<file path="src/rtl/csr_trap_ctrl_if.sv">
// ---------------------------------------------------------------------------
// csr_trap_ctrl_if : pipeline / CSR-file side signals of the trap sequencer
// Revision 1.0
// ---------------------------------------------------------------------------
`default_nettype none

interface csr_trap_ctrl_if;
  logic [31:0] pc_i;
  logic        exc_i;
  logic [3:0]  exc_cause_i;
  logic        mret_i;
  logic        irq_ext_i;
  logic        irq_tmr_i;
  logic [31:0] mstatus_i;
  logic [31:0] mie_i;
  logic [31:0] mepc_i;
  logic        csr_we_o;
  logic [11:0] csr_waddr_o;
  logic [31:0] csr_wdata_o;
  logic        stall_o;
  logic        redirect_o;
  logic [31:0] redirect_pc_o;

  // Pipeline / CSR file side: drives events and CSR read values.
  modport master (
    output pc_i, exc_i, exc_cause_i, mret_i, irq_ext_i, irq_tmr_i,
           mstatus_i, mie_i, mepc_i,
    input  csr_we_o, csr_waddr_o, csr_wdata_o, stall_o, redirect_o, redirect_pc_o
  );

  // Trap sequencer side.
  modport slave (
    input  pc_i, exc_i, exc_cause_i, mret_i, irq_ext_i, irq_tmr_i,
           mstatus_i, mie_i, mepc_i,
    output csr_we_o, csr_waddr_o, csr_wdata_o, stall_o, redirect_o, redirect_pc_o
  );
endinterface

`default_nettype wire

</file>
<file path="src/rtl/csr_trap_ctrl.sv">
// ---------------------------------------------------------------------------
// csr_trap_ctrl : machine-mode trap entry / mret sequencer driving the CSR
//                 write port and a one-cycle PC redirect.
// Optional: `define CSR_TRAP_VECTORED_EN for vectored interrupt targets.
// Revision 1.0
// ---------------------------------------------------------------------------
`default_nettype none

module csr_trap_ctrl #(
  parameter logic [31:0] MTVEC_BASE = 32'h0000_0100
) (
  input  logic              clk,
  input  logic              rst,
  csr_trap_ctrl_if.slave    bus
);

  localparam logic [11:0] CSR_MSTATUS = 12'h300;
  localparam logic [11:0] CSR_MEPC    = 12'h341;
  localparam logic [11:0] CSR_MCAUSE  = 12'h342;

  typedef enum logic [2:0] {
    IDLE     = 3'd0,
    W_EPC    = 3'd1,
    W_CAUSE  = 3'd2,
    W_STAT_T = 3'd3,
    W_STAT_R = 3'd4,
    REDIR    = 3'd5
  } state_t;

  state_t      state_q, state_d;
  logic [31:0] epc_q, epc_d;
  logic [31:0] cause_q, cause_d;
  logic [31:0] mepc_q, mepc_d;
  logic [31:0] stat_q, stat_d;
  logic        ret_q, ret_d;
  logic        irq_block_q;

  logic        irq_ext_en;
  logic        irq_tmr_en;
  logic        irq_take;
  logic        accept;
  logic [31:0] base_pc;
  logic [31:0] trap_pc;

  assign irq_ext_en = bus.irq_ext_i & bus.mie_i[11];
  assign irq_tmr_en = bus.irq_tmr_i & bus.mie_i[7];
  assign irq_take   = bus.mstatus_i[3] & (irq_ext_en | irq_tmr_en) & ~irq_block_q;
  // Gated by rst so every output reads 0 while reset is held.
  assign accept     = rst & (state_q == IDLE) & (bus.exc_i | bus.mret_i | irq_take);
  assign base_pc    = {MTVEC_BASE[31:2], 2'b00};

`ifdef CSR_TRAP_VECTORED_EN
  assign trap_pc = cause_q[31] ? (base_pc + {26'd0, cause_q[3:0], 2'b00}) : base_pc;
`else
  assign trap_pc = base_pc;
`endif

  always_comb begin
    state_d           = state_q;
    epc_d             = epc_q;
    cause_d           = cause_q;
    mepc_d            = mepc_q;
    stat_d            = stat_q;
    ret_d             = ret_q;
    bus.csr_we_o      = 1'b0;
    bus.csr_waddr_o   = 12'h000;
    bus.csr_wdata_o   = 32'h0;
    bus.redirect_o    = 1'b0;
    bus.redirect_pc_o = 32'h0;
    bus.stall_o       = (state_q != IDLE) | accept;

    case (state_q)
      IDLE: begin
        if (accept) begin
          epc_d  = bus.pc_i;
          mepc_d = bus.mepc_i;
          stat_d = bus.mstatus_i;
          if (bus.exc_i) begin
            cause_d = {28'd0, bus.exc_cause_i};
            ret_d   = 1'b0;
            state_d = W_EPC;
          end else if (bus.mret_i) begin
            ret_d   = 1'b1;
            state_d = W_STAT_R;
          end else begin
            cause_d = irq_ext_en ? 32'h8000_000B : 32'h8000_0007;
            ret_d   = 1'b0;
            state_d = W_EPC;
          end
        end
      end
      W_EPC: begin
        bus.csr_we_o    = 1'b1;
        bus.csr_waddr_o = CSR_MEPC;
        bus.csr_wdata_o = {epc_q[31:2], 2'b00};
        state_d         = W_CAUSE;
      end
      W_CAUSE: begin
        bus.csr_we_o    = 1'b1;
        bus.csr_waddr_o = CSR_MCAUSE;
        bus.csr_wdata_o = cause_q;
        state_d         = W_STAT_T;
      end
      W_STAT_T: begin
        // MPIE <- MIE, MIE <- 0, MPP <- M
        bus.csr_we_o    = 1'b1;
        bus.csr_waddr_o = CSR_MSTATUS;
        bus.csr_wdata_o = {stat_q[31:13], 2'b11, stat_q[10:8], stat_q[3], stat_q[6:4], 1'b0, stat_q[2:0]};
        state_d         = REDIR;
      end
      W_STAT_R: begin
        // MIE <- MPIE, MPIE <- 1, MPP <- M
        bus.csr_we_o    = 1'b1;
        bus.csr_waddr_o = CSR_MSTATUS;
        bus.csr_wdata_o = {stat_q[31:13], 2'b11, stat_q[10:8], 1'b1, stat_q[6:4], stat_q[7], stat_q[2:0]};
        state_d         = REDIR;
      end
      REDIR: begin
        bus.redirect_o    = 1'b1;
        bus.redirect_pc_o = ret_q ? mepc_q : trap_pc;
        state_d           = IDLE;
      end
      default: state_d = IDLE;
    endcase
  end

  always_ff @(posedge clk or negedge rst) begin
    if (!rst) begin
      state_q     <= IDLE;
      epc_q       <= 32'h0;
      cause_q     <= 32'h0;
      mepc_q      <= 32'h0;
      stat_q      <= 32'h0;
      ret_q       <= 1'b0;
      irq_block_q <= 1'b0;
    end else begin
      state_q     <= state_d;
      epc_q       <= epc_d;
      cause_q     <= cause_d;
      mepc_q      <= mepc_d;
      stat_q      <= stat_d;
      ret_q       <= ret_d;
      // Masks interrupts for the single IDLE cycle that follows a redirect.
      irq_block_q <= (state_q == REDIR);
    end
  end

endmodule

`default_nettype wire

</file>
<file path="src/flat_wrapper.sv">
// flat-port wrapper written by rule: the top's interface ports become plain ports
module csr_trap_ctrl_flat 
#(
  parameter logic [31:0] MTVEC_BASE = 32'h0000_0100
)
  (clk, rst, bus_pc_i, bus_exc_i, bus_exc_cause_i, bus_mret_i, bus_irq_ext_i, bus_irq_tmr_i, bus_mstatus_i, bus_mie_i, bus_mepc_i, bus_csr_we_o, bus_csr_waddr_o, bus_csr_wdata_o, bus_stall_o, bus_redirect_o, bus_redirect_pc_o);
  csr_trap_ctrl_if bus_i ();
  input  logic clk;
  input  logic rst;
  input wire logic [$bits(bus_i.pc_i)-1:0] bus_pc_i;
  input wire logic [$bits(bus_i.exc_i)-1:0] bus_exc_i;
  input wire logic [$bits(bus_i.exc_cause_i)-1:0] bus_exc_cause_i;
  input wire logic [$bits(bus_i.mret_i)-1:0] bus_mret_i;
  input wire logic [$bits(bus_i.irq_ext_i)-1:0] bus_irq_ext_i;
  input wire logic [$bits(bus_i.irq_tmr_i)-1:0] bus_irq_tmr_i;
  input wire logic [$bits(bus_i.mstatus_i)-1:0] bus_mstatus_i;
  input wire logic [$bits(bus_i.mie_i)-1:0] bus_mie_i;
  input wire logic [$bits(bus_i.mepc_i)-1:0] bus_mepc_i;
  output wire logic [$bits(bus_i.csr_we_o)-1:0] bus_csr_we_o;
  output wire logic [$bits(bus_i.csr_waddr_o)-1:0] bus_csr_waddr_o;
  output wire logic [$bits(bus_i.csr_wdata_o)-1:0] bus_csr_wdata_o;
  output wire logic [$bits(bus_i.stall_o)-1:0] bus_stall_o;
  output wire logic [$bits(bus_i.redirect_o)-1:0] bus_redirect_o;
  output wire logic [$bits(bus_i.redirect_pc_o)-1:0] bus_redirect_pc_o;
  assign bus_i.pc_i = bus_pc_i;
  assign bus_i.exc_i = bus_exc_i;
  assign bus_i.exc_cause_i = bus_exc_cause_i;
  assign bus_i.mret_i = bus_mret_i;
  assign bus_i.irq_ext_i = bus_irq_ext_i;
  assign bus_i.irq_tmr_i = bus_irq_tmr_i;
  assign bus_i.mstatus_i = bus_mstatus_i;
  assign bus_i.mie_i = bus_mie_i;
  assign bus_i.mepc_i = bus_mepc_i;
  assign bus_csr_we_o = bus_i.csr_we_o;
  assign bus_csr_waddr_o = bus_i.csr_waddr_o;
  assign bus_csr_wdata_o = bus_i.csr_wdata_o;
  assign bus_stall_o = bus_i.stall_o;
  assign bus_redirect_o = bus_i.redirect_o;
  assign bus_redirect_pc_o = bus_i.redirect_pc_o;
  csr_trap_ctrl #(.MTVEC_BASE(MTVEC_BASE)) u_core (.clk(clk), .rst(rst), .bus(bus_i));
endmodule
</file>
<file path="config.mk">
export PLATFORM = sky130hd
export DESIGN_NAME = csr_trap_ctrl_flat
export DESIGN_NICKNAME = d
export VERILOG_FILES = /design/src/rtl/csr_trap_ctrl_if.sv /design/src/rtl/csr_trap_ctrl.sv /design/src/flat_wrapper.sv
export SDC_FILE = /design/constraint.sdc
export NUM_CORES = 1
export LEC_CHECK = 0
export ABC_AREA = 1
export CAP_MARGIN = 10
export CORE_ASPECT_RATIO = 0.8
export CORE_MARGIN = 8
export CORE_UTILIZATION = 36
export DETAILED_ROUTE_END_ITERATION = 6
export PLACE_DENSITY_LB_ADDON = 0.12
export SETUP_SLACK_MARGIN = 0.02
export SYNTH_ARGS = -nofsm -noshare
export SYNTH_HDL_FRONTEND = slang
export SYNTH_SLANG_ARGS = --single-unit
export TNS_END_PERCENT = 50
</file>
<file path="constraint.sdc">
create_clock -name clk -period 4.3 [get_ports clk]
set_input_delay 0.86 -clock clk [delete_from_list [all_inputs] [get_ports clk]]
set_output_delay 0.86 -clock clk [all_outputs]
set_load 0.05 [all_outputs]
</file>
==> run summary, run 1 <==
* **run status** completed
* **Nets** 891
* **post-synthesis cell area** 4830 um^2
* **portion of the post-synthesis area used by sequential elements** 0.528
* **Clock transition at path regs** 70 ps
* **clock latency at the later pin of the worst-skew pair** 340 ps
* **count of filler cells inserted in the layout** 1227
* **antenna violations before repair** 0
* **xor-xnor portion of the synthesized cell area** 0
* **Tcrit/Tclk final** 0.898
* **total net switching power** 2.25 mW
* **level count of the clock H-tree** 3
* **multiplexer fraction of the synthesized cell area** 0
* **critical path class** flop to output pin
* **root cell of the clock tree** sky130_fd_sc_hd__clkbuf_16
* **Sw Share** 0.446
* **sort of element at the end of the critical path** output pin
* **critical-path maximum fanout** 19
* **Clk pwr share** 0.174
* **transition at the pin with the smallest max-transition slack** 1110 ps
* **maximum number of pins on one net before global-route repair** 98
* **Post-synth EDFFs** 0
* **Synth Register Bits** 102
* **worst vdd ir** 0.733 mV
* **pre-CTS worst setup slack** 774 ps
* **sequential cell area** 2550 um^2
* **number of antenna repair diodes** 0
* **cell leakage power** 3.31 nW
* **Gate Count Post-Synth** 606
* **Largest stage delay, worst path** 840 ps
* **number of nets with antenna violations after routing** 0
* **share of cells above drive strength 1** 0.0423
* **grt ovf** 0
* **area growth from synthesis to layout** 44.4%
* **Post-CTS Hold Fix Bufs** 0
* **area used by multi-input combinational logic** 2000 um^2
* **hpwl dp** 9780 um
* **WL/cell** 15.5 um
* **Initial DRT Pass Iterations** 4
* **Arrival @ worst endpoint** 3000 ps
* **Synthesis Warnings** 0
* **buffer depth of the longest clock path** 2
* **total via count after detailed routing** 4474
* **worst path setup slack after routing** 440 ps
* **initial core utilization** 0.363
* **clk sinks** 102
* **IO Port Bufs** 175
* **share of power burned in combinational logic** 0.489
* **Period minus WS final** 3860 ps
* **Post-Synth Adder-Cell Area** 0
* **count of cells resized by post-cts repair** 0
* **normalized max-slew margin** 0.257
* **FMAX** 259 MHz
* **dominant combinational cell family by area after synthesis** simple AND/OR/NAND/NOR gates
* **critical path cell sequence** nor2_4 -> nand2_1 -> nand2_1 -> buf_4 -> a22o_1 -> clkdlybuf4s50_1
* **Avg Vias per Cell** 4.77
* **share of the synthesized area in compound gates (AO/OA/AOI/OAI)** 0.0554
* **simple-gate share of the synthesized area** 0.348
* **number of standard-cell rows in the floorplan** 38
* **via count of the first global-routing pass** 4644
* **type of the worst min-delay path** input pin to async pin
* **number of DRC markers in iteration 0** 274
* **buffer and inverter count on the worst path** 2
* **Setup TNS** 0 ps
* **standard cell core area** 13300 um^2
* **Die Ht** 120 um
* **count of different cell masters after synthesis** 20
* **Setup-failing EPs final** 0
* **CP dominant cell by count** sky130_fd_sc_hd__nand2_1
* **total CTS buffers** 9
* **Top Family by Delay on Critical Path** buffers and inverters
* **internal power consumption** 2.80 mW
* **cell with the biggest individual delay on the critical path** sky130_fd_sc_hd__clkdlybuf4s50_1
* **DRC errors left** 0
* **proportion of power drawn by flip-flops and latches** 0.337
* **IO Count** 217
* **startpoint types** flop
* **Chip Width** 146 um
* **PD cells** 724 nW/um^2
* **number of hold violations in the final report** 0
* **Post-Route Skew** 7.22 ps
* **Main synth FF type** sky130_fd_sc_hd__dfrtp_1
* **wire length of the first global-routing pass** 23900 um
* **Max Cap Viol** 0
* **Slew Limit Fails** 0
* **weighted congestion reported at the end of routability-driven placement** 0.750
* **required time at the worst-slack endpoint** 3440 ps
* **Syn Area/Cell** 7.97 um^2
* **number of post-CTS setup repair buffers** 0
* **unrepaired setup endpoints after global routing** false
* **total track usage** 0.167
* **Synth async-reset ratio** 1.00
* **routed wire length** 14600 um
* **CTS tree** yes
* **overall die area** 17400 um^2
-- layer usage --
layer,share of wire,vias to the layer above,GRT usage
met5,0,-,0
met4,0.0069,0,0.0357
met3,0.063,10,0.0564
met2,0.46,116,0.270
met1,0.47,2126,0.214
li1,-,2222,-
-- worst reg2reg max path: stages (launching register included) --
cell and delay, ps:
sky130_fd_sc_hd__dfrtp_1 480, sky130_fd_sc_hd__nor2_4 200, sky130_fd_sc_hd__nand2_2 90, sky130_fd_sc_hd__nor2_4 120, sky130_fd_sc_hd__buf_4 770, sky130_fd_sc_hd__nand3_1 360, sky130_fd_sc_hd__nand2_1 140, sky130_fd_sc_hd__nand2_1 60
-- path summary, 6_finish.rpt --
| path | to | start | depth (start not counted) | slack (ps) |
|---|---|---|---|---|
| setup / recovery | bus_csr_wdata_o[29] | u_core.state_q[1] | 6 | 440 |
| hold / removal | u_core.mepc_q[17] | rst | 1 | 410 |
| setup reg to reg | u_core.cause_q[0] | u_core.state_q[1] | 7 | 1980 |
| hold reg to reg | u_core.mepc_q[9] | u_core.mepc_q[9] | 2 | 470 |
| max in group asynchronous | u_core.stat_q[29] | rst | 2 | 2570 |
| min in group clk | u_core.mepc_q[9] | u_core.mepc_q[9] | 2 | 470 |
-- power groups by stage --
stage / sequential, mW / combinational (mW) / clock [mW]
2_1_floorplan: 1.61 / 1.79 / 0
3_3_place_gp: 1.70 / 2.47 / 0
3_5_place_dp: 1.71 / 2.49 / 0
4_1_cts: 1.70 / 2.50 / 0.909
5_1_grt: 1.76 / 2.68 / 0.947
6_report: 1.70 / 2.47 / 0.880
-- stage by stage --
step	cells	hold slack (ps)	power [mW]	instance area (um^2)	utilization
after floorplan	612	442	3.39	4850	-
after global placement	922	453	4.17	6650	0.500
after detailed placement	922	458	4.21	6650	0.500
after CTS	937	414	5.11	6970	0.524
after global routing	937	426	5.39	6970	0.524
final	937	414	5.05	6970	0.524
-- cells in the final DEF, fill, tap and decap left out, types with 3 or more instances in the layout --
cell type | synthesis | layout
sky130_fd_sc_hd__nand3_1 | 103 | 103
sky130_fd_sc_hd__a22o_1 | 26 | 26
sky130_fd_sc_hd__dfrtp_1 | 102 | 102
sky130_fd_sc_hd__nor2_1 | 34 | 34
sky130_fd_sc_hd__nand2_1 | 255 | 254
sky130_fd_sc_hd__buf_4 | 13 | 7
sky130_fd_sc_hd__clkbuf_16 | 0 | 9
sky130_fd_sc_hd__inv_1 | 13 | 13
sky130_fd_sc_hd__o21ai_0 | 3 | 3
sky130_fd_sc_hd__clkdlybuf4s50_1 | 0 | 173
sky130_fd_sc_hd__nand4_1 | 4 | 4
sky130_fd_sc_hd__a21oi_1 | 5 | 5
sky130_fd_sc_hd__conb_1 | 1 | 7
-- synth_stat cells, types with 2 or more instances --
cell | instances | area, um^2
sky130_fd_sc_hd__a22o_1 | 26 | 228
sky130_fd_sc_hd__clkbuf_1 | 19 | 71.3
sky130_fd_sc_hd__nand2_1 | 255 | 957
sky130_fd_sc_hd__nand2_2 | 2 | 12.5
sky130_fd_sc_hd__a21oi_1 | 5 | 25.0
sky130_fd_sc_hd__buf_4 | 13 | 97.6
sky130_fd_sc_hd__nand3_1 | 103 | 515
sky130_fd_sc_hd__nor2_4 | 2 | 22.5
sky130_fd_sc_hd__inv_1 | 13 | 48.8
sky130_fd_sc_hd__buf_2 | 16 | 80.1
sky130_fd_sc_hd__or2_2 | 2 | 12.5
sky130_fd_sc_hd__nand4_1 | 4 | 25.0
sky130_fd_sc_hd__buf_1 | 3 | 11.3
sky130_fd_sc_hd__nor2_1 | 34 | 128
sky130_fd_sc_hd__o21ai_0 | 3 | 15.0
sky130_fd_sc_hd__dfrtp_1 | 102 | 2550
-- logic make-up after synthesis --
family,count (synthesis)
simple gates,403
flops,102
compound gates,34
buf+inv,66
other cells,1
-- cell type report --
class,instances,share of cell area
Tap cell,180,0.0323
Clock buffer,12,0.0368
Sequential cell,102,0.366
Multi-Input combinational cell,444,0.286
Timing Repair Buffer,182,0.262
Inverter,14,0.00753
Clock inverter,3,0.00969
-- sequential cells by signal, indices dropped and copies added, names as in the netlist --
signal              count
u_core.irq_block_q      1
u_core.stat_q          30
u_core.epc_q           30
u_core.ret_q            1
u_core.cause_q          5
u_core.state_q          3
u_core.mepc_q          32
(Power assumes the default switching activity.)
==> run 2: changes to the inputs <==
--- a/config.mk
+++ b/config.mk
@@ -5,12 +5,12 @@
 export SDC_FILE = /design/constraint.sdc
 export NUM_CORES = 1
 export LEC_CHECK = 0
-export ABC_AREA = 1
 export CAP_MARGIN = 10
 export CORE_ASPECT_RATIO = 0.8
 export CORE_MARGIN = 8
 export CORE_UTILIZATION = 36
 export DETAILED_ROUTE_END_ITERATION = 6
+export DONT_BUFFER_PORTS = 1
 export PLACE_DENSITY_LB_ADDON = 0.12
 export SETUP_SLACK_MARGIN = 0.02
 export SYNTH_ARGS = -nofsm -noshare
==> constraint.sdc (replaced) <==
create_clock -name clk -period 4.8 [get_ports clk]
set_input_delay 0.96 -clock clk [delete_from_list [all_inputs] [get_ports clk]]
set_output_delay 0.96 -clock clk [all_outputs]
set_load 0.05 [all_outputs]
==> run 2 against run 1 <==
Compared with the run above: power decreased by 9.3%; combinational power decreased by 7%; via count decreased by 42%; critical path type unchanged; critical endpoint is now bus_csr_wdata_o[30].
==> run summary, run 2 <==
* **Setup-failing EPs final** 0
* **total track usage** 0.126
* **overall die area** 17800 um^2
* **number of antenna repair diodes** 0
* **post-synthesis cell area** 4970 um^2
* **Tcrit/Tclk final** 0.785
* **type of the worst min-delay path** input pin to async pin
* **total via count after detailed routing** 2604
* **largest reg by FF count** u_core.mepc_q
* **critical path class** flop to output pin
* **routed wire length** 11300 um
* **FMAX** 266 MHz
* **maximum number of pins on one net before global-route repair** 105
* **number of hold violations in the final report** 0
* **DRC errors left** 0
* **initial core utilization** 0.368
* **run status** completed
* **clk sinks** 102
* **Max Cap Viol** 0
* **most frequent cells after synthesis** sky130_fd_sc_hd__dfrtp_1 (102), sky130_fd_sc_hd__mux2_4 (80), sky130_fd_sc_hd__and2_1 (32)
* **via count of the first global-routing pass** 2861
* **Synth async-reset ratio** 1.00
* **area share of the largest cell type after synthesis** 0.514
* **Slew Limit Fails** 0
* **top flop regs** u_core.mepc_q (32), u_core.epc_q (30), u_core.stat_q (30)
* **buffer depth of the longest clock path** 2
* **number of DRC markers in iteration 0** 118
* **cell leakage power** 2.56 nW
* **total CTS buffers** 9
* **number of post-CTS setup repair buffers** 0
* **required time at the worst-slack endpoint** 3840 ps
* **number of standard-cell rows in the floorplan** 38
* **Arrival @ worst endpoint** 2810 ps
* **number of flip-flops in the largest register** 32
* **Period minus WS final** 3770 ps
* **startpoint types** flop
* **sort of element at the end of the critical path** output pin
* **PD cells** 857 nW/um^2
* **Post-synth EDFFs** 0
* **weighted congestion reported at the end of routability-driven placement** 0.687
* **Reg-to-Reg Start** u_core.state_q[2]
* **root cell of the clock tree** sky130_fd_sc_hd__clkbuf_16
* **Clock transition at path regs** 70 ps
* **Post-Route Skew** 9.60 ps
* **Avg Vias per Cell** 4.97
* **worst vdd ir** 0.375 mV
* **CTS tree** yes
* **count of cells resized by post-cts repair** 0
* **worst setup path startpoint** u_core.state_q[0]
* **worst path setup slack after routing** 1030 ps
* **Die Ht** 121 um
* **Synthesis Warnings** 0
* **portion of the post-synthesis area used by sequential elements** 0.514
* **top area cells in the synthesized netlist** sky130_fd_sc_hd__dfrtp_1 (51%), sky130_fd_sc_hd__mux2_4 (24%), sky130_fd_sc_hd__a22o_1 (4.6%), sky130_fd_sc_hd__and2_1 (4.0%), sky130_fd_sc_hd__mux2_2 (3.9%)
* **post-route worst hold slack** 306 ps
* **share of cells above drive strength 1** 0.355
* **IO Count** 217
* **Setup TNS** 0 ps
* **critical-path maximum fanout** 19
* **count of filler cells inserted in the layout** 1285
* **unrepaired setup endpoints after global routing** false
* **wire length of the first global-routing pass** 17500 um
* **Gate Count Post-Synth** 350
* **WL/cell** 21.5 um
* **Post-CTS Hold Fix Bufs** 0
* **Main synth FF type** sky130_fd_sc_hd__dfrtp_1
* **Syn Area/Cell** 14.2 um^2
* **level count of the clock H-tree** 3
* **leading cell type in the layout, fill and taps excluded** sky130_fd_sc_hd__dfrtp_1
* **top cell type by total area after synthesis** sky130_fd_sc_hd__dfrtp_1
* **normalized max-slew margin** 0.220
* **count leader, synth** sky130_fd_sc_hd__dfrtp_1
* **area growth from synthesis to layout** 7.41%
* **grt ovf** 0
* **Nets** 477
* **pre-CTS worst setup slack** 1170 ps
* **transition at the pin with the smallest max-transition slack** 1160 ps
* **IO Port Bufs** 0
* **clock latency at the later pin of the worst-skew pair** 340 ps
* **most frequent cells in the layout** sky130_fd_sc_hd__dfrtp_1 (102), sky130_fd_sc_hd__mux2_4 (80), sky130_fd_sc_hd__and2_1 (32), sky130_fd_sc_hd__a22o_1 (26), sky130_fd_sc_hd__mux2_2 (17)
* **utilization after layout** 0.395
* **number of nets with antenna violations after routing** 0
* **hpwl dp** 7690 um
* **Chip Width** 147 um
* **Synth Register Bits** 102
* **Initial DRT Pass Iterations** 4
* **count of different cell masters after synthesis** 30
* **standard cell core area** 13500 um^2
* **antenna violations before repair** 0
## run 2: cells by family after synthesis
logic type                synth area share
AOI/OAI and AO/OA                   0.0798
xor gates and xnor gates           0.00353
buffers and inverters               0.0479
DFF                                  0.514
muxes                                0.280
other                             0.000755
and+or+nand+nor                     0.0738
## run 2: final cells by class
| class | instances | area (um^2) | area share |
|---|---|---|---|
| Timing Repair Buffer | 4 | 30.0 | 0.00563 |
| Multi-Input combinational cell | 220 | 2230 | 0.418 |
| Tap cell | 180 | 225 | 0.0422 |
| Inverter | 2 | 7.51 | 0.00141 |
| Clock buffer | 12 | 256 | 0.0481 |
| Clock inverter | 4 | 35.0 | 0.00657 |
| Sequential cell | 102 | 2550 | 0.478 |
## run 2: layer usage
metal,GRT usage,vias to the layer above,routed length [um]
li1,-,1196,-
met1,0.165,1298,5210
met2,0.184,99,4980
met3,0.0585,11,993
met4,0.0305,0,104
met5,0,-,0
## run 2: through the flow
| stage | cell area (um^2) | cells | power (mW) |
|---|---|---|---|
| global route | 5340 | 524 | 4.83 |
| detailed placement | 5040 | 508 | 3.90 |
| finish | 5340 | 524 | 4.57 |
| floorplan | 4990 | 356 | 3.63 |
| global placement | 5040 | 508 | 3.87 |
| CTS | 5340 | 524 | 4.65 |
## run 2: path summary, 6_finish.rpt
check / to / slack (ps) / depth (start not counted)
min: u_core.mepc_q[16] / 310 / 0
min in group clk: u_core.mepc_q[21] / 500 / 1
max: bus_csr_wdata_o[30] / 1030 / 4
max in group asynchronous: u_core.stat_q[0] / 4370 / 0
min reg2reg: u_core.mepc_q[21] / 500 / 1
max reg2reg: u_core.epc_q[26] / 2190 / 3
## run 2: power by group
part / total (mW) / switching [mW] / leakage (nW) / internal [mW]
Clock: 0.714 / 0.326 / 0.145 / 0.388
Combinational: 2.29 / 1.40 / 1.20 / 0.890
Sequential: 1.57 / 0.270 / 1.21 / 1.30
Total: 4.57 / 2.00 / 2.56 / 2.57
## run 2: worst max-delay path, stage by stage (launching register included)
cell and delay [ps]:
sky130_fd_sc_hd__dfrtp_1 560, sky130_fd_sc_hd__nor2b_1 400, sky130_fd_sc_hd__nor2b_4 580, sky130_fd_sc_hd__buf_4 370, sky130_fd_sc_hd__a22o_1 530
